`config.mk`:
```
export PLATFORM = sky130hd
export DESIGN_NAME = freq_meter
export DESIGN_NICKNAME = d
export VERILOG_FILES = /design/src/rtl/freq_meter.sv
export SDC_FILE = /design/constraint.sdc
export NUM_CORES = 1
export LEC_CHECK = 0
export ABC_CLOCK_PERIOD_IN_PS = 6500
export CAP_MARGIN = 5
export CELL_PAD_IN_SITES_DETAIL_PLACEMENT = 2
export CELL_PAD_IN_SITES_GLOBAL_PLACEMENT = 2
export CORE_ASPECT_RATIO = 0.75
export CORE_UTILIZATION = 38
export CTS_CLUSTER_SIZE = 12
export DETAILED_ROUTE_END_ITERATION = 10
export PLACE_DENSITY = 0.84
export SLEW_MARGIN = 5
export SYNTH_ARGS = -nofsm -noshare
export SYNTH_HDL_FRONTEND = slang
export SYNTH_SLANG_ARGS = --single-unit
```
`constraint.sdc`:
```
create_clock -name clk_in -period 6.5 [get_ports clk_in]
set_clock_uncertainty 0.2 [all_clocks]
set_input_delay 0.65 -clock clk_in [delete_from_list [all_inputs] [get_ports clk_in]]
set_output_delay 0.65 -clock clk_in [all_outputs]
set_load 0.02 [all_outputs]
```
`src/rtl/freq_meter.sv`:
```
// Gated frequency meter: counts synchronized rising edges of sig_in over a fixed
// window of GATE_CYCLES clk_in cycles and reports count, overflow and decade code.
module freq_meter #(
    parameter int GATE_CYCLES = 50000000,
    parameter int CNT_W       = 27
) (
    input  logic             clk_in,
    input  logic             arstn,
    input  logic             sig_in,
    input  logic             start,
    input  logic             continuous,
    output logic             busy,
    output logic             meas_valid,
    output logic [CNT_W-1:0] meas_count,
    output logic             overflow,
    output logic [2:0]       range_code
);

    localparam int            GW   = $clog2(GATE_CYCLES);
    localparam logic [GW-1:0] LAST = GW'(GATE_CYCLES - 1);

    typedef enum logic [1:0] {IDLE, GATE, DONE} state_t;

    state_t           state;
    logic [GW-1:0]    gate_cnt;
    logic [CNT_W-1:0] edge_cnt;
    logic             ovf;
    logic             s1, s2, s3;
    logic             rise;
    logic [CNT_W-1:0] edge_nxt;
    logic             ovf_nxt;

    // Decades above the counter's range can never match, so comparing in 64 bits
    // makes unrepresentable thresholds unreachable without special-casing.
    function automatic logic [2:0] decode(input logic [CNT_W-1:0] cnt, input logic ov);
        logic [2:0]      code;
        logic [63:0]     dec;
        code = 3'd0;
        dec  = 64'd10;
        for (int i = 0; i < 7; i++) begin
            if (64'(cnt) >= dec) code = 3'(i + 1);
            dec = dec * 64'd10;
        end
        if (ov) code = 3'd7;
        return code;
    endfunction

    // NOTE: arstn is a synchronous reset here, so it is deliberately absent from the
    // sensitivity list; state updates use non-blocking assignments so every flop
    // samples pre-edge values.
    always_ff @(posedge clk_in) begin
        if (!arstn) begin
            s1 <= 1'b0;
            s2 <= 1'b0;
            s3 <= 1'b0;
        end else begin
            s1 <= sig_in;
            s2 <= s1;
            s3 <= s2;
        end
    end

    assign rise = s2 & ~s3;

    // Counter value including this cycle's edge, so a rise in the final gate
    // cycle lands in the reported result.
    always_comb begin
        edge_nxt = edge_cnt;
        ovf_nxt  = ovf;
        if (rise) begin
            if (&edge_cnt) ovf_nxt  = 1'b1;
            else           edge_nxt = edge_cnt + CNT_W'(1);
        end
    end

    always_ff @(posedge clk_in) begin
        if (!arstn) begin
            state      <= IDLE;
            gate_cnt   <= '0;
            edge_cnt   <= '0;
            ovf        <= 1'b0;
            busy       <= 1'b0;
            meas_valid <= 1'b0;
            meas_count <= '0;
            overflow   <= 1'b0;
            range_code <= 3'd0;
        end else begin
            meas_valid <= 1'b0;
            case (state)
                IDLE: begin
                    if (start || continuous) begin
                        state    <= GATE;
                        busy     <= 1'b1;
                        gate_cnt <= '0;
                        edge_cnt <= '0;
                        ovf      <= 1'b0;
                    end
                end
                GATE: begin
                    gate_cnt <= gate_cnt + GW'(1);
                    edge_cnt <= edge_nxt;
                    ovf      <= ovf_nxt;
                    if (gate_cnt == LAST) begin
                        state      <= DONE;
                        meas_valid <= 1'b1;
                        meas_count <= edge_nxt;
                        overflow   <= ovf_nxt;
                        range_code <= decode(edge_nxt, ovf_nxt);
                    end
                end
                DONE: begin
                    if (continuous) begin
                        state    <= GATE;
                        gate_cnt <= '0;
                        edge_cnt <= '0;
                        ovf      <= 1'b0;
                    end else begin
                        state <= IDLE;
                        busy  <= 1'b0;
                    end
                end
                default: begin
                    state <= IDLE;
                    busy  <= 1'b0;
                end
            endcase
        end
    end

endmodule

```
==> results.md, run 1 <==
- Lkg Pwr: 2.167 nW
- Max-Cap Viols: 0
- Gate Count Post-Synth: 606
- Crit path max fanout: 10
- Chip height: 101.0 um
- GPL Wtd Cong: 0.9044
- WP data arrival: 4.46 ns
- Reg2reg start: edge_cnt[0]
- CTS max path bufs: 2
- Final period utilization: 0.6752
- Dpl cells: 774
- Peak supply drop: 0.0001383 V
- Initial antenna violation count: 0
- TritonCTS Buffers: 9
- FFs w/ async S/R, synth: 0
- Post-CTS sizing: 0
- Fin Hold WS: 0.3040 ns
- Setup-failing EPs final: 0
- Fmax: 227.8 MHz
- Final Hold Fails: 0
- Post-synthesis sequential area ratio: 0.3712
- Clock slew at reported path FFs: 0.07 ns
- Core Box Area: 0.01252 mm2
- Worst hold path class: flip-flop to flip-flop
- Post-synth EDFFs: 0
- Row count: 35
- Critical path origin: edge_cnt[0]
- Register-to-register setup slack: 2.11 ns
- Area of the multi-input gates: 0.002939 mm2
- Most common cell in the netlist: dfxtp_1
- Crit path kind: flip-flop to flip-flop
- Starting density of the core: 0.3962
- GRT Util Overall: 0.2581
- Worst skew pair latency: 0.34 ns
- Setup TNS: 0 ns
- Final net count: 626
- Worst path required time: 6.57 ns
- DR vias: 4691
- CTS tree: yes
- CP startpoint kind: flip-flop
- Die width: 134.0 um
- RSZ-0062 raised after global routing: false
- Largest cells by area after synthesis: dfxtp_1 37%, nand2_1 5.1%, o211a_1 5.0%
- Min cycle time layout: 4.389 ns
- DPL Wire Length: 11770 um
- Vias per cell: 5.938
- Yosys warns: 0
- Layout cells sized above 1: 0.06250
- Wire per inst: 21.46 um
- Worst R2R End: range_code[1]
- Critical Path Sink Type: flip-flop
- Pwr dens: 209.9 mW/mm2
- Post-Syn Area: 0.004962 mm2
- Status: complete, no violations
- Area grow syn2layout: 15.71%
- Reg2reg path depth: 11
- Routed wire length: 16950 um
- Fin util: 0.4584
- DRT iter0 DRCs: 247
- Die ar.: 0.01352 mm2
- CTS sink count: 92
- Sequential cell area: 0.001842 mm2
- Largest net degree at the start of global routing: 69
- Total gr overflow: 0
- Top post-synthesis cells by count: 92 x dfxtp_1, 68 x nand2_1, 60 x nor2_1
- Netlist cell types: 63
- Mapped Avg Cell Area: 8.189 um2
- Post-CTS setup buffer count: 0
- Area share of the largest cell type after synthesis: 0.3712
- Worst slew pin tran: 1.185 ns
- Global-route wire length before repair: 26940 um
- I/O Buffers: 37
- Vias in the first global route: 4854
- Detailed Routing Iterations Pass 1: 5
- CTS H-tree depth: 3
- Fillcell total: 1412
- Antenna Cells: 0
- Power Total: 1.205 mW
- Relative max-transition margin: 0.2101
- Synth Flop Type: dfxtp_1
- Final ANT Viol Nets: 0
- Cts hold-fix bufs: 0
- Slew Limit Fails: 0
- Non-Filler Instances: 790
- Post-synth net total: 613
- CTS Root Cell: clkbuf_16
- Boundary Pins: 38
- Synth area leader: dfxtp_1
- Seq cells post-synth: 92
- Critical path endpoint: range_code[1]
- Post-route DRC: 0
[worst min-delay path by stage]
| stage | from | end | slack, ns | cells past startpoint |
|---|---|---|---|---|
| 6_report | meas_count[16] | meas_count[16] | 0.30 | 1 |
| 5_1_grt | meas_count[15] | meas_count[15] | 0.32 | 1 |
| 4_1_cts | meas_count[16] | meas_count[16] | 0.31 | 1 |
| 3_5_place_dp | meas_count[0] | meas_count[0] | 0.29 | 1 |
| 3_3_place_gp | ovf | ovf | 0.25 | 2 |
| 2_1_floorplan | s1 | s2 | 0.21 | 1 |
[area by class of cell]
type,instances,share of cell area
multi-input combinational,467,0.5119
sequential,92,0.3208
clock buffer,10,0.04162
clock inverter,6,0.01613
inverter,9,0.005884
tap,166,0.03617
timing repair buffer,40,0.06755
[registers in the layout (all words and copies together) (netlist names)]
signal / cells
overflow: 1
busy: 1
ovf: 1
s3: 1
meas_count: 27
s2: 1
gate_cnt: 26
s1: 1
meas_valid: 1
state: 2
range_code: 3
edge_cnt: 27
[per-layer routing]
metal | GRT usage | share of wire
met1 | 0.3623 | 0.49
met2 | 0.4177 | 0.46
met5 | 0 | 0
met3 | 0.04424 | 0.044
met4 | 0.04371 | 0.0048
[worst max-delay path, cell delays in order, from the launching register on]
cell and delay (ns):
dfxtp_1 0.47, ha_1 0.45, nand3_1 0.41, nor4_4 0.53, a31oi_1 0.14, nor4_1 0.32, nor4b_1 0.51, nand4_1 0.26
or4_4 0.62, a31oi_1 0.20, nor3_1 0.11, nor2_1 0.10
[cell families after synthesis]
kind of cell	share of synthesized area
AO/OA/AOI/OAI	0.1891
XOR/XNOR	0.08422
adder cells (fa/ha/maj)	0.005042
buffers and inverters	0.03858
flip-flops	0.3712
multiplexers	0.008069
AND/OR/NAND/NOR	0.3038
[layout by cell type (no fill, tap or decap), types with 3 or more instances in the layout]
| cell | instances |
|---|---|
| a21boi_0 | 6 |
| a21oi_1 | 31 |
| a22oi_1 | 9 |
| a31oi_1 | 8 |
| and2_1 | 11 |
| and3_1 | 9 |
| and4_1 | 12 |
| buf_4 | 3 |
| clkbuf_16 | 9 |
| clkdlybuf4s50_1 | 36 |
| dfxtp_1 | 92 |
| inv_1 | 9 |
| mux2i_1 | 4 |
| nand2_1 | 68 |
| nand2b_1 | 3 |
| nand3_1 | 30 |
| nand4_1 | 18 |
| nor2_1 | 59 |
| nor2b_1 | 26 |
| nor3_1 | 13 |
| nor4_1 | 11 |
| o211a_1 | 25 |
| o21ai_0 | 19 |
| o31ai_1 | 3 |
| or3_1 | 4 |
| or4_1 | 4 |
| or4_4 | 3 |
| xnor2_1 | 21 |
| xor2_1 | 23 |
[per-stage QoR]
step | cell area (um2) | setup slack, ns
floorplan | 4962 | 3.328
global placement | 5410 | 2.349
detailed placement | 5410 | 2.265
CTS | 5742 | 2.126
global route | 5742 | 1.783
finish | 5742 | 2.111
[report_power, final]
group	switching [mW]	internal (mW)	leakage, nW
Clock	0.238	0.351	0.156
Combinational	0.0353	0.0129	1.27
Sequential	0.00283	0.566	0.742
Total	0.276	0.930	2.17
No activity file was read; power rests on OpenSTA's default activity.
==> run 2, diff against run 1 <==
--- a/config.mk
+++ b/config.mk
@@ -5,15 +5,15 @@
 export SDC_FILE = /design/constraint.sdc
 export NUM_CORES = 1
 export LEC_CHECK = 0
-export ABC_CLOCK_PERIOD_IN_PS = 6500
+export ABC_CLOCK_PERIOD_IN_PS = 4600
 export CAP_MARGIN = 5
 export CELL_PAD_IN_SITES_DETAIL_PLACEMENT = 2
 export CELL_PAD_IN_SITES_GLOBAL_PLACEMENT = 2
 export CORE_ASPECT_RATIO = 0.75
-export CORE_UTILIZATION = 38
+export CORE_UTILIZATION = 35
 export CTS_CLUSTER_SIZE = 12
 export DETAILED_ROUTE_END_ITERATION = 10
-export PLACE_DENSITY = 0.84
+export PLACE_DENSITY = 0.78
 export SLEW_MARGIN = 5
 export SYNTH_ARGS = -nofsm -noshare
 export SYNTH_HDL_FRONTEND = slang
==> constraint.sdc (replaced) <==
create_clock -name clk_in -period 4.6 [get_ports clk_in]
set_clock_uncertainty 0.2 [all_clocks]
set_input_delay 0.46 -clock clk_in [delete_from_list [all_inputs] [get_ports clk_in]]
set_output_delay 0.46 -clock clk_in [all_outputs]
set_load 0.02 [all_outputs]
==> run 2 against run 1 <==
Against the previous run:
- clock power is 39% higher
- total power is 40% higher
- final cell count is 1.6% higher
- design area is 0.59% higher
- core utilization is 4.0 points lower
- sequential cell count stayed put
- worst hold slack worse by 0.038 ns
- worst setup slack worse by 2.1 ns
- critical path type unchanged
- largest cell class unchanged
==> results.md, run 2 (synthesis gave the netlist of run 1 again) <==
- Post-placement cell area: 0.005459 mm2 (was 0.005410 mm2)
- Hold depth: 1 (unchanged)
- Area grow syn2layout: 16.39% (was 15.71%)
- Peak supply drop: 0.0001482 V (was 0.0001383 V)
- Clock Power Share: 0.483 (was 0.488)
- CTS Root Cell: clkbuf_16 (unchanged)
- I/O Buffers: 37 (unchanged)
- Total gr overflow: 0 (unchanged)
- CTS sink count: 92 (unchanged)
- TritonCTS Buffers: 9 (unchanged)
- Register-to-register setup slack: 0.05 ns (was 2.11 ns)
- Relative max-transition margin: 0.2635 (was 0.2101)
- GPL Wtd Cong: 0.8925 (was 0.9044)
- Antenna Cells: 0 (unchanged)
- Slew Limit Fails: 0 (unchanged)
- Power Total: 1.689 mW (was 1.205 mW)
- Worst path required time: 4.68 ns (was 6.57 ns)
- Reg2reg start: edge_cnt[0] (unchanged)
- Final period utilization: 0.9899 (was 0.6752)
- End of the worst hold path: s2 (was meas_count[16])
- Layout cells sized above 1: 0.06688 (was 0.06250)
- Clock slew at reported path FFs: 0.07 ns (about the same)
- Flop pwr share: 0.476 (was 0.472)
- Critical Path Sink Type: flip-flop (unchanged)
- Fin Hold WS: 0.2664 ns (was 0.3040 ns)
- GRT Util Overall: 0.2392 (was 0.2581)
- CTS max path bufs: 2 (unchanged)
- Core Box Area: 0.01380 mm2 (was 0.01252 mm2)
- Die ar.: 0.01466 mm2 (was 0.01352 mm2)
- Int Power: 1.308 mW (was 929.5 uW)
- Setup TNS: 0 ns (unchanged)
- Crit path max fanout: 15 (was 10)
- Min-delay src: s1 (was meas_count[16])
- Chip height: 105.1 um (was 101.0 um)
- Commonest non-fill, non-tap cell in the layout: dfxtp_1 (unchanged)
- CTS H-tree depth: 3 (unchanged)
- Row count: 37 (was 35)
- Post-CTS setup buffer count: 0 (unchanged)
- CP startpoint kind: flip-flop (unchanged)
- Global-route wire length before repair: 27070 um (was 26940 um)
- Setup-failing EPs final: 0 (unchanged)
- Combinational power share: 0.041 (was 0.040)
- Cts hold-fix bufs: 0 (unchanged)
- Wire per inst: 20.89 um (was 21.46 um)
- Worst slew pin tran: 1.105 ns (was 1.185 ns)
- Largest net degree at the start of global routing: 69 (unchanged)
- CTS tree: yes (unchanged)
- Final Cell Area: 0.005776 mm2 (was 0.005742 mm2)
- WP data arrival: 4.64 ns (was 4.46 ns)
- Max-Cap Viols: 0 (unchanged)
- Post-route DRC: 0 (unchanged)
- Crit path kind: flip-flop to flip-flop (unchanged)
- Initial antenna violation count: 0 (unchanged)
- Status: complete, no violations (unchanged)
- DR vias: 4663 (was 4691)
- Sw frac: 0.2253 (was 0.2289)
- Starting density of the core: 0.3597 (was 0.3962)
- Top Registers: edge_cnt x27, meas_count x27, gate_cnt x26 (unchanged)
- Pwr dens: 292.4 mW/mm2 (was 209.9 mW/mm2)
- Die width: 139.5 um (was 134.0 um)
- Lkg Pwr: 2.191 nW (was 2.167 nW)
- NetSw: 380.5 uW (was 275.9 uW)
- DPL Wire Length: 12060 um (was 11770 um)
- Fmax: 219.6 MHz (was 227.8 MHz)
- Fin util: 0.4186 (was 0.4584)
- Routed wire length: 16770 um (was 16950 um)
- Detailed Routing Iterations Pass 1: 4 (was 5)
- RSZ-0062 raised after global routing: false (unchanged)
- Final ANT Viol Nets: 0 (unchanged)
- Min cycle time layout: 4.554 ns (was 4.389 ns)
- Worst R2R End: range_code[0] (was range_code[1])
- Boundary Pins: 38 (unchanged)
- Vias in the first global route: 4936 (was 4854)
- DRT iter0 DRCs: 271 (was 247)
- Worst hold path class: flip-flop to flip-flop (unchanged)
- Reg2reg path depth: 12 (was 11)
- Final Hold Fails: 0 (unchanged)
- Vias per cell: 5.807 (was 5.938)
- Worst skew pair latency: 0.35 ns (was 0.34 ns)
- Final net count: 631 (was 626)
- Most frequent cells in the layout: 92 x dfxtp_1, 68 x nand2_1, 59 x nor2_1, 36 x clkdlybuf4s50_1, 31 x a21oi_1 (unchanged)
- Post-CTS sizing: 0 (unchanged)
[run 2: changes by cell type in the layout (fill, tap and decap cells not counted), sizes merged]
cell and delta:
clkinvlp -2, inv -2, clkbuf +1, clkinv +2, buf +5
[run 2: metrics by stage]
stage / std cells / setup slack (ns)
2_1_floorplan: 606 / 1.428
3_3_place_gp: 788 / 0.4696
3_5_place_dp: 788 / 0.3172
4_1_cts: 803 / 0.2497
5_1_grt: 803 / 0.002972
6_report: 803 / 0.04634
[run 2: power groups by stage]
| stage | logic [mW] | clock network, mW | registers (mW) |
|---|---|---|---|
| final | 0.0698 | 0.815 | 0.804 |
| after global routing | 0.0764 | 0.863 | 0.804 |
| after CTS | 0.0712 | 0.833 | 0.804 |
| after detailed placement | 0.0698 | 0 | 0.822 |
| after global placement | 0.0669 | 0 | 0.822 |
| after floorplan | 0.0436 | 0 | 0.821 |
[run 2: routing by layer]
layer	part of all wire	vias to the layer above	track usage	wire length [um]
met5	0	-	0	0
met2	0.46	87	0.3783	7683
met4	0.016	0	0.07778	265
li1	-	2204	-	-
met3	0.030	23	0.04262	496
met1	0.50	2349	0.3279	8327
[run 2: final cells by class]
type	count	area [um2]
inverter	9	33.78
clock buffer	11	242.7
sequential	92	1842
clock inverter	4	73.82
timing repair buffer	45	425.4
tap	175	219.0
multi-input combinational	467	2939
fill	1564	8020
[run 2: worst max path at each step]
stage	from	to	slack (ns)	cells past startpoint
6_report	edge_cnt[0]	range_code[0]	0.05	12
5_1_grt	edge_cnt[0]	range_code[0]	0.003	12
4_1_cts	edge_cnt[0]	range_code[0]	0.25	12
3_5_place_dp	edge_cnt[0]	range_code[0]	0.32	12
3_3_place_gp	edge_cnt[0]	range_code[0]	0.47	12
2_1_floorplan	edge_cnt[1]	range_code[0]	1.43	12
[run 2: critical path, cell delays in order, from the launching register on]
cell       delay [ns]
dfxtp_1          0.39
ha_1             0.37
and3_1           0.32
and4_1           0.26
a21oi_1          0.47
buf_4            0.33
a21boi_0         0.16
or2_1            0.31
a2111oi_0        0.83
o41ai_1          0.33
a21oi_2          0.23
o21bai_1         0.10
a31oi_1          0.17
